<file path="src/rtl/bus_read_sequencer.sv">
// Read sequencer for the shared tri-state register bus: selects one source via cs, captures the bus, returns it.
// Optional macro BUS_READ_SEQUENCER_BACK_TO_BACK_EN lets a new request be accepted in the same tick a response completes.
module bus_read_sequencer #(
  parameter int unsigned NrOfBits     = 8,
  parameter int unsigned NrOfSources  = 4,
  parameter int unsigned SelBits      = 2,
  parameter int unsigned SettleCycles = 1
) (
  input  logic                   Clock,
  input  logic                   Reset,
  input  logic                   ClockEnable,
  input  logic                   Tick,
  input  logic                   ReqValid,
  input  logic [SelBits-1:0]     ReqSel,
  output logic                   ReqReady,
  input  logic [NrOfBits-1:0]    BusIn,
  output logic [NrOfSources-1:0] cs,
  output logic                   RspValid,
  output logic [NrOfBits-1:0]    RspData,
  output logic [SelBits-1:0]     RspSel,
  output logic                   RspErr,
  input  logic                   RspReady,
  output logic                   Busy
);

  localparam int unsigned CntW = 4;

  typedef enum logic [1:0] {
    IDLE  = 2'd0,
    DRIVE = 2'd1,
    RESP  = 2'd2
  } state_t;

  state_t                 state_q, state_d;
  logic [CntW-1:0]        cnt_q, cnt_d;
  logic [NrOfSources-1:0] cs_q, cs_d;
  logic                   rsp_valid_q, rsp_valid_d;
  logic [NrOfBits-1:0]    rsp_data_q, rsp_data_d;
  logic [SelBits-1:0]     rsp_sel_q, rsp_sel_d;
  logic                   rsp_err_q, rsp_err_d;
  logic                   enabled;
  logic                   sel_ok;
  logic                   accept;

  assign enabled = ClockEnable & Tick;
  assign sel_ok  = 32'(ReqSel) < NrOfSources;

`ifdef BUS_READ_SEQUENCER_BACK_TO_BACK_EN
  assign ReqReady = (state_q == IDLE) || ((state_q == RESP) && RspReady);
`else
  assign ReqReady = (state_q == IDLE);
`endif
  assign Busy     = (state_q != IDLE);
  assign cs       = cs_q;
  assign RspValid = rsp_valid_q;
  assign RspData  = rsp_data_q;
  assign RspSel   = rsp_sel_q;
  assign RspErr   = rsp_err_q;

  // Next-state and next-output logic; everything holds unless there is an enabled tick
  always_comb begin
    state_d     = state_q;
    cnt_d       = cnt_q;
    rsp_valid_d = rsp_valid_q;
    rsp_data_d  = rsp_data_q;
    rsp_sel_d   = rsp_sel_q;
    rsp_err_d   = rsp_err_q;
    accept      = 1'b0;
    cs_d        = '1;

    if (enabled) begin
      case (state_q)
        IDLE: begin
          accept = ReqValid;
        end
        DRIVE: begin
          cnt_d = cnt_q + CntW'(1);
          if (cnt_q == CntW'(SettleCycles - 1)) begin
            rsp_data_d  = BusIn;
            rsp_err_d   = 1'b0;
            rsp_valid_d = 1'b1;
            state_d     = RESP;
          end
        end
        RESP: begin
          if (RspReady) begin
            rsp_valid_d = 1'b0;
            state_d     = IDLE;
`ifdef BUS_READ_SEQUENCER_BACK_TO_BACK_EN
            accept      = ReqValid;
`endif
          end
        end
        default: state_d = IDLE;
      endcase

      if (accept) begin
        rsp_sel_d = ReqSel;
        if (sel_ok) begin
          cnt_d   = '0;
          state_d = DRIVE;
        end else begin
          rsp_data_d  = '0;
          rsp_err_d   = 1'b1;
          rsp_valid_d = 1'b1;
          state_d     = RESP;
        end
      end
    end

    // cs is registered from the next state so it changes only on clock edges
    for (int i = 0; i < int'(NrOfSources); i++) begin
      cs_d[i] = !((state_d == DRIVE) && (rsp_sel_d == SelBits'(i)));
    end
  end

  always_ff @(posedge Clock) begin
    if (Reset) begin
      state_q     <= IDLE;
      cnt_q       <= '0;
      cs_q        <= '1;
      rsp_valid_q <= 1'b0;
      rsp_data_q  <= '0;
      rsp_sel_q   <= '0;
      rsp_err_q   <= 1'b0;
    end else begin
      state_q     <= state_d;
      cnt_q       <= cnt_d;
      cs_q        <= cs_d;
      rsp_valid_q <= rsp_valid_d;
      rsp_data_q  <= rsp_data_d;
      rsp_sel_q   <= rsp_sel_d;
      rsp_err_q   <= rsp_err_d;
    end
  end

endmodule

</file>
<file path="config.mk">
export PLATFORM = sky130hd
export DESIGN_NAME = bus_read_sequencer
export DESIGN_NICKNAME = d
export VERILOG_FILES = /design/src/rtl/bus_read_sequencer.sv
export SDC_FILE = /design/constraint.sdc
export NUM_CORES = 1
export LEC_CHECK = 0
export CAP_MARGIN = 25
export CORE_UTILIZATION = 35
export CTS_CLUSTER_DIAMETER = 80
export DETAILED_ROUTE_END_ITERATION = 16
export GPL_TIMING_DRIVEN = 1
export PLACE_DENSITY = 0.69
export SYNTH_ARGS = -nofsm -noshare
export SYNTH_HDL_FRONTEND = slang
export SYNTH_SLANG_ARGS = --single-unit
export TNS_END_PERCENT = 100
</file>
<file path="constraint.sdc">
create_clock -name Clock -period 2 [get_ports Clock]
set_input_delay 0.6 -clock Clock [delete_from_list [all_inputs] [get_ports Clock]]
set_output_delay 0.6 -clock Clock [all_outputs]
set_load 0.02 [all_outputs]
</file>
==> results of run 1 <==
flip-flops by register name, indices dropped and copies added (netlist names):
signal / flops
state_q: 2
RspData: 8
cnt_q: 4
RspSel: 2
cs: 4
RspValid: 1
layer usage:
layer / routed length [um] / global-route usage / vias up
li1: - / - / 484
met3: 91 / 0.0492 / 2
met5: 0 / 0 / -
met4: 15 / 0.0375 / 0
met1: 1040 / 0.239 / 434
met2: 1120 / 0.279 / 20
cells in the mapped netlist (2+ instances only):
library cell / n
clkbuf_1: 2
nand4_1: 3
dfxtp_1: 21
nand2_1: 6
ha_1: 2
a21oi_1: 17
nor3_1: 2
inv_1: 4
o211ai_1: 4
and3_1: 3
or3_1: 2
o21ai_0: 14
nand3_1: 12
buf_6: 2
buf_4: 2
buf_2: 2
power breakdown:
group	switching [uW]	internal, uW	total, uW
clock	122	77.7	200
combinational	55.6	60.0	116
sequential	5.29	425	431
total	183	563	746
through the flow:
| stage | cell area [um2] | power (uW) | util | TNS, ns |
|---|---|---|---|---|
| global route | 1390 | 782 | 0.543 | 0 |
| finish | 1390 | 746 | 0.543 | 0 |
| CTS | 1390 | 754 | 0.543 | 0 |
| detailed placement | 1370 | 558 | 0.533 | -0.000482 |
| global placement | 1370 | 556 | 0.533 | 0 |
| floorplan | 981 | 493 | - | 0 |
worst reg2reg max path: cells and delay by family, from the launching register on:
kind,cells,cell delay [ns]
AND/OR/NAND/NOR,2,0.57
flip-flops,1,0.36
buffers and inverters,2,0.33
adder cells (fa/ha/maj),1,0.15
AO/OA/AOI/OAI,1,0.12
cell families (layout without fill, tap and decap cells):
kind of cell | count (synthesis) | count (layout) | share of synthesized area
AO/OA/AOI/OAI | 40 | 40 | 0.232
AND/OR/NAND/NOR | 36 | 36 | 0.235
other | 1 | 1 | 0.00382
adder cells (fa/ha/maj) | 2 | 2 | 0.0255
flip-flops | 21 | 21 | 0.429
buffers and inverters | 13 | 50 | 0.0752
timing repair:
| action | 4_1_cts | 5_1_grt |
|---|---|---|
| endpoints found under the setup margin | 2 | 0 |
| resized for setup | 4 | 0 |
| setup buffers | 0 | 0 |
area by class of cell:
class / instances / share of cell area
Multi-Input combinational cell: 79 / 0.349
Sequential cell: 21 / 0.303
Clock buffer: 4 / 0.0189
Tap cell: 30 / 0.0269
Timing Repair Buffer: 42 / 0.291
Inverter: 4 / 0.0108
worst max path at each step:
stage | endpoint | start | depth (start not counted) | slack (ns)
finish | RspSel[0] | RspSel[0]$_SDFF_PP0_ | 1 | 0.09
global route | RspSel[0] | RspSel[0]$_SDFF_PP0_ | 1 | 0.03
CTS | RspSel[0] | RspSel[0]$_SDFF_PP0_ | 1 | 0.07
detailed placement | cs[3]$_SDFF_PP1_ | ClockEnable | 4 | -0.0005
global placement | cs[2]$_SDFF_PP1_ | ClockEnable | 4 | 0.04
floorplan | RspData[0]$_SDFFE_PP0P_ | cnt_q[0]$_SDFFE_PP0P_ | 6 | 0.55
==> results.md, run 1 <==
* Max Buffers Root-to-Sink at 2
* Least-Margin Pin Slew at roughly 0.57 ns
* Crit path time final at 1.91 ns
* P_leak at 0.000520 uW
* YS warnings at 0
* Crit path max-delay family: buffers and inverters
* RR Startpoint: cnt_q[0]$_SDFFE_PP0P_
* Placed cell count at 176
* Final Max Tran Viols at 0
* Io pins at 34
* Endpoints failing setup at 0
* #FFs+latches synth at 21
* Initial core utilization at 0.382
* Crit share post-route at 0.955
* Hold path endpoint: RspData[1]$_SDFFE_PP0P_
* Clk_skew at 0.00377 ns
* CP max-delay cell: clkdlybuf4s50_1
* RSZ-0062 raised after global routing: no
* Initial antenna violation count at 0
* GR Util All Layers at 0.177
* Worst setup EP type: output port
* Post-Layout Cell Count at 180
* Outcome: finished, final reports clean
* Vias at between 900 and 1000
* Die X-Extent at roughly 55 um
* Synth top area share at 0.429
* MaxCap Viol Count at 0
* Commonest non-fill, non-tap cell in the layout: clkdlybuf4s50_1
* Congestion Overflow GR at 0
* Die Y at 54.9 um
* Share of cells above drive strength 1 at 0.127
* Syn_nets at 131
* Maximum fanout along the worst path at 4
* Hold depth at 2
* Clock-pin slew on the worst setup and hold paths at about 0.11 ns
* IO Port Bufs at 32
* Maximum vdd drop at 0.000372 V
* Num CTS Buffers at 3
* Routability cong. at roughly 0.71
* Syn avg cell area at 8.68 um2
* Main synth FF type: dfxtp_1
* Fmax at ~520 MHz
* Routed vias/inst at approximately 5.2
* Largest net degree at the start of global routing at 13
* Worst-Skew Late Latency at 0.30 ns
* CP arrival at 1.31 ns
* Synth top area cells: dfxtp_1, a21oi_1, o21ai_0
* Worst Hold Margin at just under 0.5 ns
* Synth cell types at 31
* CTS sink count at 21
* Worst hold path type: reg -> reg
* Root Driver: clkbuf_4
* Worst Hold Launch: RspData[1]$_SDFFE_PP0P_
* TritonCTS clock tree: yes
* Cell chain of the critical path: clkdlybuf4s50_1
* Commonest non-fill, non-tap cells in the layout: clkdlybuf4s50_1, dfxtp_1, a21oi_1, o21ai_0, nand3_1
* Flop2flop setup slack at 0.41 ns
* Synth Cell Area at 981 um2
* Worst setup SP type: flop
* Row cnt at 18
* H-tree levels at 1
* Post-route antenna net violation count at 0
* Cts hold-fix bufs at 0
* Detail Placement HPWL at 1.82 mm
* Nets@finish at about 170
* First-pass GRT wire length at 3.79 mm
* Cell count after synthesis at 113
* Reg2reg end: RspData[2]$_SDFFE_PP0P_
* Register area share after synthesis at 0.429
* Vias in the first global route at 835
* Area of the multi-input gates at 487 um2
* Setup ws final at 0.0894 ns
* Post-synth ARST share at 0
* Crit path buf inv count at 1
* Worst endpoint required time at 1.40 ns
* Drt pass-1 iters at 4
* Pre-CTS setup slack at -0.000482 ns
* Post-synth EDFFs at 0
* Worst Reg-to-Reg Cells at 6
* Antenna diodes at 0
* # DRC at 0
* Core footprint at between 2000 and 3000 um2
* PD cells at 535 nW/um2
* Final Hold Vio Count at 0
* Routed wire length at 2.27 mm
* Area leader, netlist: dfxtp_1
* P&R area growth vs syn at 42.1%
* Final-layout fill cell count at 259
* Max-slew headroom at 0.617
* Die Area at ~3000 um2
* Post-DR wirelength/cell at 12.6 um
* Critical path class: reg -> out
* Critical Path Max Stage Delay at 0.62 ns
* Iter 0 DRT Violations at 10
* FF/Latch Area at 423 um2
(Power assumes the default switching activity.)
==> inputs of run 2 (changes only) <==
--- a/config.mk
+++ b/config.mk
@@ -11,6 +11,7 @@
 export DETAILED_ROUTE_END_ITERATION = 16
 export GPL_TIMING_DRIVEN = 1
 export PLACE_DENSITY = 0.69
+export SLEW_MARGIN = 0
 export SYNTH_ARGS = -nofsm -noshare
 export SYNTH_HDL_FRONTEND = slang
 export SYNTH_SLANG_ARGS = --single-unit
==> results of run 2 <==
No change in the layout: final DEF, timing and power equal those of run 1.
==> inputs of run 3 (changes only) <==
--- a/config.mk
+++ b/config.mk
@@ -6,6 +6,7 @@
 export NUM_CORES = 1
 export LEC_CHECK = 0
 export CAP_MARGIN = 25
+export CORE_MARGIN = 10
 export CORE_UTILIZATION = 35
 export CTS_CLUSTER_DIAMETER = 80
 export DETAILED_ROUTE_END_ITERATION = 16
==> results.md, run 3 (synthesis results as in run 1) <==
* Cts hold-fix bufs at 0
* Critical path class: reg -> out
* Buffer count from post-CTS setup fixing at 0
* Worst Hold Launch: RspData[0]$_SDFFE_PP0P_
* Detail Placement HPWL at around 2.1 mm
* Post-DR wirelength/cell at roughly 14 um
* Worst hold path type: reg -> reg
* Root Driver: clkbuf_4
* Num CTS Buffers at 3
* Clk_skew at between 0.001 and 0.0015 ns
* Crit share post-route at 0.956
* Crit path time final at roughly 1.9 ns
* Commonest non-fill, non-tap cell in the layout: clkdlybuf4s50_1
* Core footprint at approximately 2700 um2
* MaxCap Viol Count at 0
* Sequential power share at 0.574
* Worst setup EP type: output port
* Maximum fanout along the worst path at 4
* P_leak at 0.000520 uW
* TritonCTS clock tree: yes
* Critical Path Start: RspSel[0]$_SDFF_PP0_
* Crit path buf inv count at 1
* Largest net degree at the start of global routing at 13
* Final setup TNS at 0 ns
* Initial core utilization at 0.362
* Final Max Tran Viols at 0
* RSZ-0062 raised after global routing: no
* Cell chain of the critical path: clkdlybuf4s50_1
* IO Port Bufs at 32
* First-pass GRT wire length at 4.33 mm
* Worst setup SP type: flop
* Routed wire length at around 2.6 mm
* GR Util All Layers at 0.100
* Final Hold Vio Count at 0
* Initial antenna violation count at 0
* Routed vias/inst at 5.08
* Worst-Skew Late Latency at 0.30 ns
* PD cells at 537 nW/um2
* Worst endpoint required time at between 1 and 1.5 ns
* Io pins at 34
* Hold depth at 2
* Crit path max-delay family: buffers and inverters
* CTS sink count at 21
* Clk pwr share at 0.271
* Fmax at 523 MHz
* Pre-CTS setup slack at -0.00369 ns
* Die X-Extent at 72.9 um
* Worst Reg-to-Reg Cells at 5
* Outcome: finished, final reports clean
* CTS resizes at 4
* Nets@finish at 169
* Iter 0 DRT Violations at 50
* Die Area at 5320 um2
* CP arrival at ~1.3 ns
* Worst Hold Margin at about 0.48 ns
* Crit path depth at 1
* Maximum vdd drop at 0.000317 V
* Setup ws final at 0.0887 ns
* Clock-pin slew on the worst setup and hold paths at 0.11 ns
* Vias in the first global route at 931
* Switching share of power at 0.249
* Row cnt at 19
* Gate power share at 0.155
* Vias at roughly 920
* Routability cong. at about 0.85
* P_sw at between 150 and 200 uW
* Internal power at 563 uW
* Die Y at 72.9 um
* Largest register FFs at 8
* Post-layout util at 0.515
* Congestion Overflow GR at 0
* Critical Path Max Stage Delay at between 0.6 and 0.7 ns
* Post-route antenna net violation count at 0
* Share of cells above drive strength 1 at 0.127
* Total chip power at about 750 uW
* Endpoints failing setup at 0
* H-tree levels at 1
* Max Buffers Root-to-Sink at 2
* Commonest non-fill, non-tap cells in the layout: clkdlybuf4s50_1, dfxtp_1, a21oi_1, o21ai_0, nand3_1
* Antenna diodes at 0
* # DRC at 0
* CP max-delay cell: clkdlybuf4s50_1
* Drt pass-1 iters at 4
* P&R area growth vs syn at 42.2%
* RR Startpoint: cnt_q[0]$_SDFFE_PP0P_
[run 3: cell counts in the layout (fill, tap and decap cells not counted)]
No cell type changed its count.
[run 3: area by class of cell]
type | count | area, um2
Timing Repair Buffer | 42 | 405
Fill cell | 275 | 1320
Tap cell | 31 | 38.8
Inverter | 4 | 15.0
Clock buffer | 4 | 26.3
Sequential cell | 21 | 423
Multi-Input combinational cell | 79 | 487
[run 3: per-stage QoR]
stage                     cell area (um2)  instances
after floorplan                       981        113
after global placement               1370        177
after detailed placement             1370        177
after CTS                            1400        181
after global routing                 1400        181
final                                1400        181
[run 3: final timing paths]
check,end,slack [ns]
setup / recovery,RspSel[0],0.09
hold / removal,RspData[0]$_SDFFE_PP0P_,0.48
setup reg to reg,RspData[1]$_SDFFE_PP0P_,0.50
hold reg to reg,RspData[0]$_SDFFE_PP0P_,0.48
[run 3: per-layer routing]
layer  part of all wire  GRT usage
met5                  0          0
met4             0.0088     0.0506
met3              0.043     0.0177
met2               0.53      0.171
met1               0.42      0.115
[run 3: power by group through the flow]
| stage | clock, uW | combinational (uW) | sequential [uW] |
|---|---|---|---|
| 6_report | 203 | 116 | 431 |
| 5_1_grt | 227 | 126 | 432 |
| 4_1_cts | 215 | 117 | 431 |
| 3_5_place_dp | 0 | 119 | 440 |
| 3_3_place_gp | 0 | 117 | 440 |
| 2_1_floorplan | 0 | 47.6 | 446 |
